File: src/rtl/ibex_rf_l2_responder.sv
// Register-file backing store for an L1 fill path: single-port array with a write-through FIFO buffer.
// Define IBEX_RF_L2_FWD_EN to let reads forward from the write buffer instead of waiting for drains.
module ibex_rf_l2_responder #(
  parameter bit          RV32E      = 1'b0,
  parameter int unsigned DataWidth  = 32,
  parameter int unsigned WrBufDepth = 2
) (
  input  logic                 clk_i,
  input  logic                 rst_ni,
  input  logic                 rd_req_i,
  input  logic [4:0]           rd_addr_i,
  output logic                 rd_gnt_o,
  output logic                 rd_rvalid_o,
  output logic [DataWidth-1:0] rd_rdata_o,
  output logic                 rd_err_o,
  input  logic                 wr_req_i,
  input  logic [4:0]           wr_addr_i,
  input  logic [DataWidth-1:0] wr_data_i,
  output logic                 wr_gnt_o,
  output logic                 busy_o
);

  localparam int unsigned NumWords = RV32E ? 16 : 32;
  localparam int unsigned AW       = RV32E ? 4 : 5;
  localparam int unsigned PW       = (WrBufDepth > 1) ? $clog2(WrBufDepth) : 1;
  localparam int unsigned CW       = $clog2(WrBufDepth + 1);

`ifdef IBEX_RF_L2_FWD_EN
  localparam bit FwdEn = 1'b1;
`else
  localparam bit FwdEn = 1'b0;
`endif

  typedef enum logic {INIT, READY} state_e;

  state_e               state_q, state_d;
  logic [AW-1:0]        init_cnt_q, init_cnt_d;
  logic [DataWidth-1:0] mem_q [NumWords];
  logic [DataWidth-1:0] mem_d [NumWords];
  logic [4:0]           buf_addr_q [WrBufDepth];
  logic [4:0]           buf_addr_d [WrBufDepth];
  logic [DataWidth-1:0] buf_data_q [WrBufDepth];
  logic [DataWidth-1:0] buf_data_d [WrBufDepth];
  logic [PW-1:0]        rptr_q, rptr_d, wptr_q, wptr_d;
  logic [CW-1:0]        cnt_q, cnt_d;
  logic                 rvalid_q, rvalid_d;
  logic [DataWidth-1:0] rdata_q, rdata_d;
  logic                 err_q, err_d;

  logic                 is_ready, buf_full, buf_empty;
  logic                 rd_zero, rd_illegal, wr_drop;
  logic                 fwd_hit, rd_gnt, wr_gnt, drain, push;
  logic [DataWidth-1:0] fwd_data, rd_value;

  function automatic logic [PW-1:0] ptr_off(input logic [PW-1:0] p, input int unsigned off);
    int unsigned s;
    s = 32'(p) + off;
    if (s >= WrBufDepth) s = s - WrBufDepth;
    return PW'(s);
  endfunction

  // Youngest matching buffer entry wins, so scan oldest to youngest and keep the last hit.
  always_comb begin
    fwd_hit  = 1'b0;
    fwd_data = '0;
    for (int unsigned i = 0; i < WrBufDepth; i++) begin
      if (i < 32'(cnt_q) && buf_addr_q[ptr_off(rptr_q, i)] == rd_addr_i) begin
        fwd_hit  = 1'b1;
        fwd_data = buf_data_q[ptr_off(rptr_q, i)];
      end
    end
  end

  assign is_ready   = (state_q == READY);
  assign buf_full   = (cnt_q == CW'(WrBufDepth));
  assign buf_empty  = (cnt_q == '0);
  assign rd_zero    = (rd_addr_i == 5'd0);
  assign rd_illegal = RV32E && rd_addr_i[4];
  assign wr_drop    = (wr_addr_i == 5'd0) || (RV32E && wr_addr_i[4]);

  // A full buffer steals the port from reads; without forwarding, reads also stall on a pending match.
  assign rd_gnt = is_ready && rd_req_i && !buf_full && (FwdEn || !fwd_hit);
  assign drain  = is_ready && !buf_empty && !rd_gnt;
  assign wr_gnt = wr_req_i && is_ready && (!buf_full || drain);
  assign push   = wr_gnt && !wr_drop;

  always_comb begin
    rd_value = '0;
    if (!rd_zero && !rd_illegal) begin
      if (FwdEn && fwd_hit) rd_value = fwd_data;
      else                  rd_value = mem_q[rd_addr_i[AW-1:0]];
    end
  end

  always_comb begin
    state_d    = state_q;
    init_cnt_d = init_cnt_q;
    mem_d      = mem_q;
    buf_addr_d = buf_addr_q;
    buf_data_d = buf_data_q;
    rptr_d     = rptr_q;
    wptr_d     = wptr_q;
    cnt_d      = cnt_q;
    rvalid_d   = rd_gnt;
    rdata_d    = rd_gnt ? rd_value : '0;
    err_d      = rd_gnt && rd_illegal;

    if (state_q == INIT) begin
      mem_d[init_cnt_q] = '0;
      init_cnt_d        = init_cnt_q + 1'b1;
      if (init_cnt_q == AW'(NumWords - 1)) state_d = READY;
    end

    if (drain) begin
      mem_d[buf_addr_q[rptr_q][AW-1:0]] = buf_data_q[rptr_q];
      rptr_d = ptr_off(rptr_q, 1);
    end

    if (push) begin
      buf_addr_d[wptr_q] = wr_addr_i;
      buf_data_d[wptr_q] = wr_data_i;
      wptr_d = ptr_off(wptr_q, 1);
    end

    case ({push, drain})
      2'b10:   cnt_d = cnt_q + 1'b1;
      2'b01:   cnt_d = cnt_q - 1'b1;
      default: cnt_d = cnt_q;
    endcase
  end

  always_ff @(posedge clk_i or negedge rst_ni) begin
    if (!rst_ni) begin
      state_q    <= INIT;
      init_cnt_q <= '0;
      rptr_q     <= '0;
      wptr_q     <= '0;
      cnt_q      <= '0;
      rvalid_q   <= 1'b0;
      rdata_q    <= '0;
      err_q      <= 1'b0;
    end else begin
      state_q    <= state_d;
      init_cnt_q <= init_cnt_d;
      rptr_q     <= rptr_d;
      wptr_q     <= wptr_d;
      cnt_q      <= cnt_d;
      rvalid_q   <= rvalid_d;
      rdata_q    <= rdata_d;
      err_q      <= err_d;
    end
  end

  // Storage is cleared by the INIT sweep rather than by reset.
  always_ff @(posedge clk_i) begin
    mem_q      <= mem_d;
    buf_addr_q <= buf_addr_d;
    buf_data_q <= buf_data_d;
  end

  assign rd_gnt_o    = rd_gnt;
  assign wr_gnt_o    = wr_gnt;
  assign rd_rvalid_o = rvalid_q;
  assign rd_rdata_o  = rdata_q;
  assign rd_err_o    = err_q;
  assign busy_o      = !is_ready || !buf_empty;

endmodule
File: config.mk
export PLATFORM = sky130hd
export DESIGN_NAME = ibex_rf_l2_responder
export DESIGN_NICKNAME = d
export VERILOG_FILES = /design/src/rtl/ibex_rf_l2_responder.sv
export SDC_FILE = /design/constraint.sdc
export NUM_CORES = 2
export LEC_CHECK = 0
export ABC_AREA = 1
export BUFFER_PORTS_ARGS = -buffer_cell sky130_fd_sc_hd__buf_4
export CELL_PAD_IN_SITES_DETAIL_PLACEMENT = 1
export CELL_PAD_IN_SITES_GLOBAL_PLACEMENT = 1
export CORE_MARGIN = 2
export CORE_UTILIZATION = 41
export DETAILED_ROUTE_END_ITERATION = 8
export PLACE_DENSITY = 0.82
export SLEW_MARGIN = 25
export SYNTH_ARGS = -nofsm -noshare
export SYNTH_HDL_FRONTEND = slang
export SYNTH_SLANG_ARGS = --single-unit
File: constraint.sdc
create_clock -name clk_i -period 3.38 [get_ports clk_i]
set_clock_uncertainty 0.2 [all_clocks]
set_input_delay 0.338 -clock clk_i [delete_from_list [all_inputs] [get_ports clk_i]]
set_output_delay 0.338 -clock clk_i [all_outputs]
set_load 0.01 [all_outputs]
**After elaboration in Yosys (flattened, before gate mapping)**

Index checks and enable logic that the tools add are counted.

- Bitwise operators: 9
- Multiplexer cells: 38
- $lt $le $gt $ge: 15
- Equality and inequality tests: 6
- $add $sub $neg: 8
- Reduce and logical (&&, ||, !) cells: 25

Operators with widths:

| cell | number |
|---|---|
| $mux 1024 | 2 |
| $and 1024x1024->1024 | 1 |
| $bwmux 1024 | 1 |
| $not 1024->1024 | 1 |
| $demux 32 s5 | 2 |
| $mux 32 | 10 |
| $bmux 32 s5 | 1 |
| $bwmux 64 | 1 |
| $mux 5 | 10 |
| $demux 32 s1 | 1 |
| $ge 6x6->1 const B | 3 |
| $not 5->6 | 3 |
| $logic_and 1x1->1 | 13 |
| $ge 2x2->1 const B | 6 |
| $lt 6x1->1 const B | 2 |
| $bwmux 10 | 1 |
| $eq 5x5->1 | 2 |
| $logic_not 5->1 | 2 |
| $not 1->2 | 4 |
| $mux 1 | 7 |
| $logic_not 1->1 | 6 |
| $add 5x1->5 const B | 1 |
| $demux 5 s1 | 1 |
| $eq 5x5->1 const B | 1 |
| other kinds (13) | 19 |

- Bits of input ports: 46
- Flip-flop bits (word level): 1141
- Output and inout port bits: 37
- Logic and storage cells: 144

**Logic depth before layout (Yosys ltp)**

- Depth after elaboration: 19
- Gate-level depth with buffers: 17
- Gate-level depth less buffers: 13

**Worst setup path before layout**

No wires, ideal clock.

- Path type: reg-to-reg
- Start point: register cnt_q[0]
- End point: register buf_addr_q[0] (netlist name) (enable)
- Data required time: 2.749 ns
- Path slack: -0.018 ns
- Path buffers: 0
- Stages on the path, launching flop included: 6
- Library setup time: 0.431 ns
- Data arrival time: 2.767 ns
- Period minus slack after synthesis: 3.398 ns
- Path through: dfrtp_1 inv_1 ha_1 a21oi_1 o41ai_1 nor2_1

- Word-level cells in the longest chain between the ends: 11
- Elaborated cells between the ends (all ways): 19
- Those cells by class: order compare: 2; eq/ne: 1; mux: 2; reduce/logical: 14

RTL lines:

| what | RTL line | text |
|---|---|---|
| from (decl) | 45 | `logic [CW-1:0] cnt_q, cnt_d;` |
| from (signal assigned) | 147 | `cnt_q <= cnt_d;` |
| $lt 1x2->1 | 67 | `if (i < 32'(cnt_q) && buf_addr_q[ptr_off(rptr_q, i)] == rd_addr_i) begin` |
| $logic_and 1x1->1 | 67 |  |
| $mux 1 (2 in a row) | 67 |  |
| $logic_not 1->1 | 82 | `assign rd_gnt = is_ready && rd_req_i && !buf_full && (FwdEn \|\| !fwd_hit);` |
| $logic_and 1x1->1 | 82 |  |
| $logic_not 1->1 | 83 | `assign drain = is_ready && !buf_empty && !rd_gnt;` |
| $logic_and 1x1->1 | 83 |  |
| $logic_or 1x1->1 * | 84 | `assign wr_gnt = wr_req_i && is_ready && (!buf_full \|\| drain);` |
| $logic_and 1x1->1 * | 84 |  |
| net wr_gnt_o | 19 | `output logic wr_gnt_o,` |
| $logic_and 1x1->1 * | 85 | `assign push = wr_gnt && !wr_drop;` |
| to (signal assigned) | 157 | `buf_addr_q <= buf_addr_d;` |
| to (decl) | 40 | `logic [4:0] buf_addr_q [WrBufDepth];` |

Mark *: on every way through the listed nets, which the timed path passes. The rest lies on a longest branch.
A chain may end at the register's enable or synchronous reset.

**Worst setup path after layout**

- Start point: register rptr_q
- End point: output rd_gnt_o

- Word-level cells in the longest chain between the ends: 12
- Elaborated cells between the ends (all ways): 23
- Those cells by class: add/sub: 3; order compare: 2; eq/ne: 2; mux: 10; bitwise: 2; reduce/logical: 4

RTL lines:

| what | RTL line | text |
|---|---|---|
| from (decl) | 44 | `logic [PW-1:0] rptr_q, rptr_d, wptr_q, wptr_d;` |
| from (signal assigned) | 145 | `rptr_q <= rptr_d;` |
| $add 1x1->2, or another cell as far along | 57 | `s = 32'(p) + off;` |
| $ge 2x2->1, or another cell as far along | 58 | `if (s >= WrBufDepth) s = s - WrBufDepth;` |
| $mux 1 / $not 1->2 (equally long branches) | -- |  |
| $not 1->2 (not written as such) / $mux 5 (equally long branches) | 67 |  |
| $mux 5 (not written as such) (2 in a row) | 67 |  |
| $mux 5 (not written as such) / $eq 5x5->1 (equally long branches) | 67 |  |
| $eq 5x5->1 / $logic_and 1x1->1 (equally long branches) | 67 |  |
| $logic_and 1x1->1 / $mux 1 (equally long branches) | 67 |  |
| $mux 1 * | 67 |  |
| $logic_not 1->1 * | 82 |  |
| $logic_and 1x1->1 * | 82 |  |
| to (decl) | 12 | `output logic rd_gnt_o,` |

Every way passes the cells marked *; elsewhere a longest branch is shown, timed or not. The select of a mux whose other input is x is not followed.

==> impl_metrics.yaml <==
status:
  outcome: "complete, no violations"
yosys:
  synth_edf_count: 74
  yosysMostFrequentCell: "nand2_1"
  syn-num-nets: 11400
  postSynthCellCount: 11300
  seq_area_frac_synth: 0.354
  synth.area.top_cells: "dfxtp_1 (31%), nand2_1 (22%), nand3_1 (11%)"
  syn_area_mm2: 0.0672
  synth_area_per_cell_um2: 5.93
  async_reset_ff_frac: 0.0377
  yosysWarnings: 0
  synth.top_cells.by_count: "nand2_1 (3866), nand3_1 (1424), o21ai_0 (1196)"
  synth_seq_cells: 1141
  dominantRegCellSynth: "dfxtp_1"
  synth.distinct_cells: 31
  yosysTopAreaCellShare: 0.305
  synth_top_area_cell: "dfxtp_1"
flow_run:
  maxCapViolCount: 0
finish:
  multiInputGateArea_mm2: 0.0356
  register_area_mm2: 0.0238
  nets: 11000
  nFillCells: 22100
  final_core_util: 0.460
  drive_above_1_share: 0.0572
  stdcell_count: 13200
  syn2layout_area_growth_pct: 11.4
die:
  core_mm2: 0.163
  initial_core_util: 0.413
  ios: 83
  dieArea_mm2: 0.167
  num_rows: 148
  die_w_um: 409
  die_h_um: 409
power_and_ir_drop:
  switching_share: 0.451
  share_comb_of_total_power: 0.445
  leakage_nw: 34.1
  power_frac_clock: 0.253
  sequentialPowerShare: 0.302
  p_int_w: 0.0330
  ir_drop_v: 0.000557
  power.density_mw_per_mm2: 804
  netSwitchingPower_w: 0.0272
setup_path:
  crit_fanout: 9
  startpoint_type: "register"
  cp.required_ps: 2840
  crit_type: "reg -> out"
  cp-end-kind: "output pin"
  worstPathArrival_ps: 2690
sta:
  whs_ps: 70.2
  grt_setup_unrepaired: "false"
  max_slew_margin: 0.242
  post-route-period-util: 0.954
  fin_crit_ps: 3230
  max_clock_freq_mhz: 310
  worstMarginPinSlew_ps: 1140
  fin_setup_tns_ps: 0
  setup_violations: 0
  setup_slack_ps: 154
  hold_violations: 0
  drv_slew: 0
detailed_routing:
  drc: 0
  dr_total_vias: 75900
  ant_nets: 0
  wl_per_cell_um: 20.9
  first_pass_iters: 6
  drt-total-wl_mm: 276
  drtIter0Drc: 6542
  avgViaCountPerCell: 5.75
grt:
  grt_pass1_vias: 79000
  grt.total_usage: 0.322
  grt.overflow.total: 0
  antenna_found_initial: 1
  grt_pass1_wl_mm: 433
  grt_start_max_net_pins: 140
clock_tree:
  cts.clk_slew.worst_paths_ps: 60
  cts_root_buffer: "clkbuf_16"
  cts_max_level: 4
  cts_buffer_depth: 3
  insertion_delay_ps: 790
  cts_buffers: 138
  cts_tree: "yes"
  cts.sinks: 1141
placement:
  portBuffers: 81
  dp_slack_ps: 181
  dp.cells: 12900
  gp_congestion: 0.861
  hpwl_mm: 163
worst_hold_path:
  hold_path_class: "in -> reg"
==> final cells by class <==
type,count,share of cell area
Multi-Input combinational cell,8143,0.475
Sequential cell,1141,0.318
Clock buffer,225,0.0576
Inverter,1122,0.0566
Timing Repair Buffer,366,0.0533
Tap cell,2175,0.0364
Clock inverter,25,0.00288
Antenna cell,1,0.0000334
==> timing repair <==
item,in CTS,in global routing
setup endpoints to repair,1,87
gates resized for setup,4,4
hold endpoints to repair,125,0
hold buffers,44,0
pin swaps,0,0
cloned,0,0
buffers inserted,0,3
==> placed cells by master (no fill, tap or decap), types with 4 or more instances in the layout <==
master and count:
buf_12 87, clkinv_2 16, nor2_1 1066, nor2_2 4
ha_1 9, inv_1 1097, o211ai_1 220, nor2_4 33
nand2_1 3838, o21ai_0 1196, clkbuf_16 147, dfxtp_1 1024
o21ai_1 98, buf_4 231, nor3_2 5, a21oi_1 205
clkbuf_8 34, edfxtp_1 74, inv_6 5, clkinvlp_4 5
nand2_2 31, nand3_1 1423, clkbuf_1 44, dfrtp_1 42
inv_2 16, dlygate4sd3_1 43
==> per-stage QoR <==
step / instance area, um^2 / power [W]
detailed placement: 69800 / 0.0445
CTS: 74800 / 0.0599
global placement: 69800 / 0.0430
finish: 74800 / 0.0602
floorplan: 67200 / 0.0358
global route: 74800 / 0.0638
==> worst max-delay path, cell delays in order (launching register included) <==
cell and delay (ps):
dfrtp_2 450, buf_4 180, buf_4 140, nand2_1 80, nand2_1 80, nand2_1 80, nand2_1 50, nor2_1 100
nand3_1 150, nand3_4 270, inv_2 140, buf_4 170
==> power groups by stage <==
| stage | clock network (W) | logic (W) | registers [W] |
|---|---|---|---|
| final | 0.0152 | 0.0268 | 0.0182 |
| after global routing | 0.0159 | 0.0294 | 0.0185 |
| after CTS | 0.0153 | 0.0263 | 0.0182 |
| after detailed placement | 0 | 0.0260 | 0.0184 |
| after global placement | 0 | 0.0247 | 0.0183 |
| after floorplan | 0 | 0.0177 | 0.0181 |
==> logic make-up (layout without fill, tap and decap cells) <==
logic type	Yosys count	count (layout)	share of synthesized area
AOI/OAI and AO/OA	1720	1720	0.136
xor gates and xnor gates	5	5	0.000652
adders and majority gates	9	9	0.00168
buffers and inverters	2048	1738	0.121
DFF	1141	1141	0.354
other	1	2	0.0000558
and+or+nand+nor	6408	6408	0.386
==> registers in the layout (all words and copies together) (netlist names) <==
name / flops
rd_rvalid_o: 1
rptr_q: 1
init_cnt_q: 5
wptr_q: 1
rd_rdata_o: 32
mem_q: 1024
buf_addr_q: 10
is_ready: 1
cnt_q: 2
buf_data_q: 64
==> metal layers <==
metal	vias to the layer above	wire [um]	global-route usage	part of all wire
met2	2707	130000	0.548	0.47
li1	34900	-	-	-
met3	816	18800	0.0461	0.068
met4	0	14700	0.170	0.053
met5	-	0	0	0
met1	37500	113000	0.392	0.41
==> final timing paths <==
path	startpoint	endpoint	slack, ps	cells past startpoint
max	rptr_q$_DFFE_PN0N_	rd_gnt_o	150	11
min reg2reg	mem_q[1002]$_DFF_P_	mem_q[1002]$_DFF_P_	330	4
max in group asynchronous	rst_ni	rd_rdata_o[30]$_DFF_PN0_	2290	4
min in group asynchronous	rst_ni	rptr_q$_DFFE_PN0N_	440	4
max reg2reg	is_ready$_DFF_PN0_	mem_q[985]$_DFF_P_	260	9
min	wr_data_i[18]	buf_data_q[50]$_DFFE_PP_	70	2
Note: power is estimated with default switching activity, not from simulation.
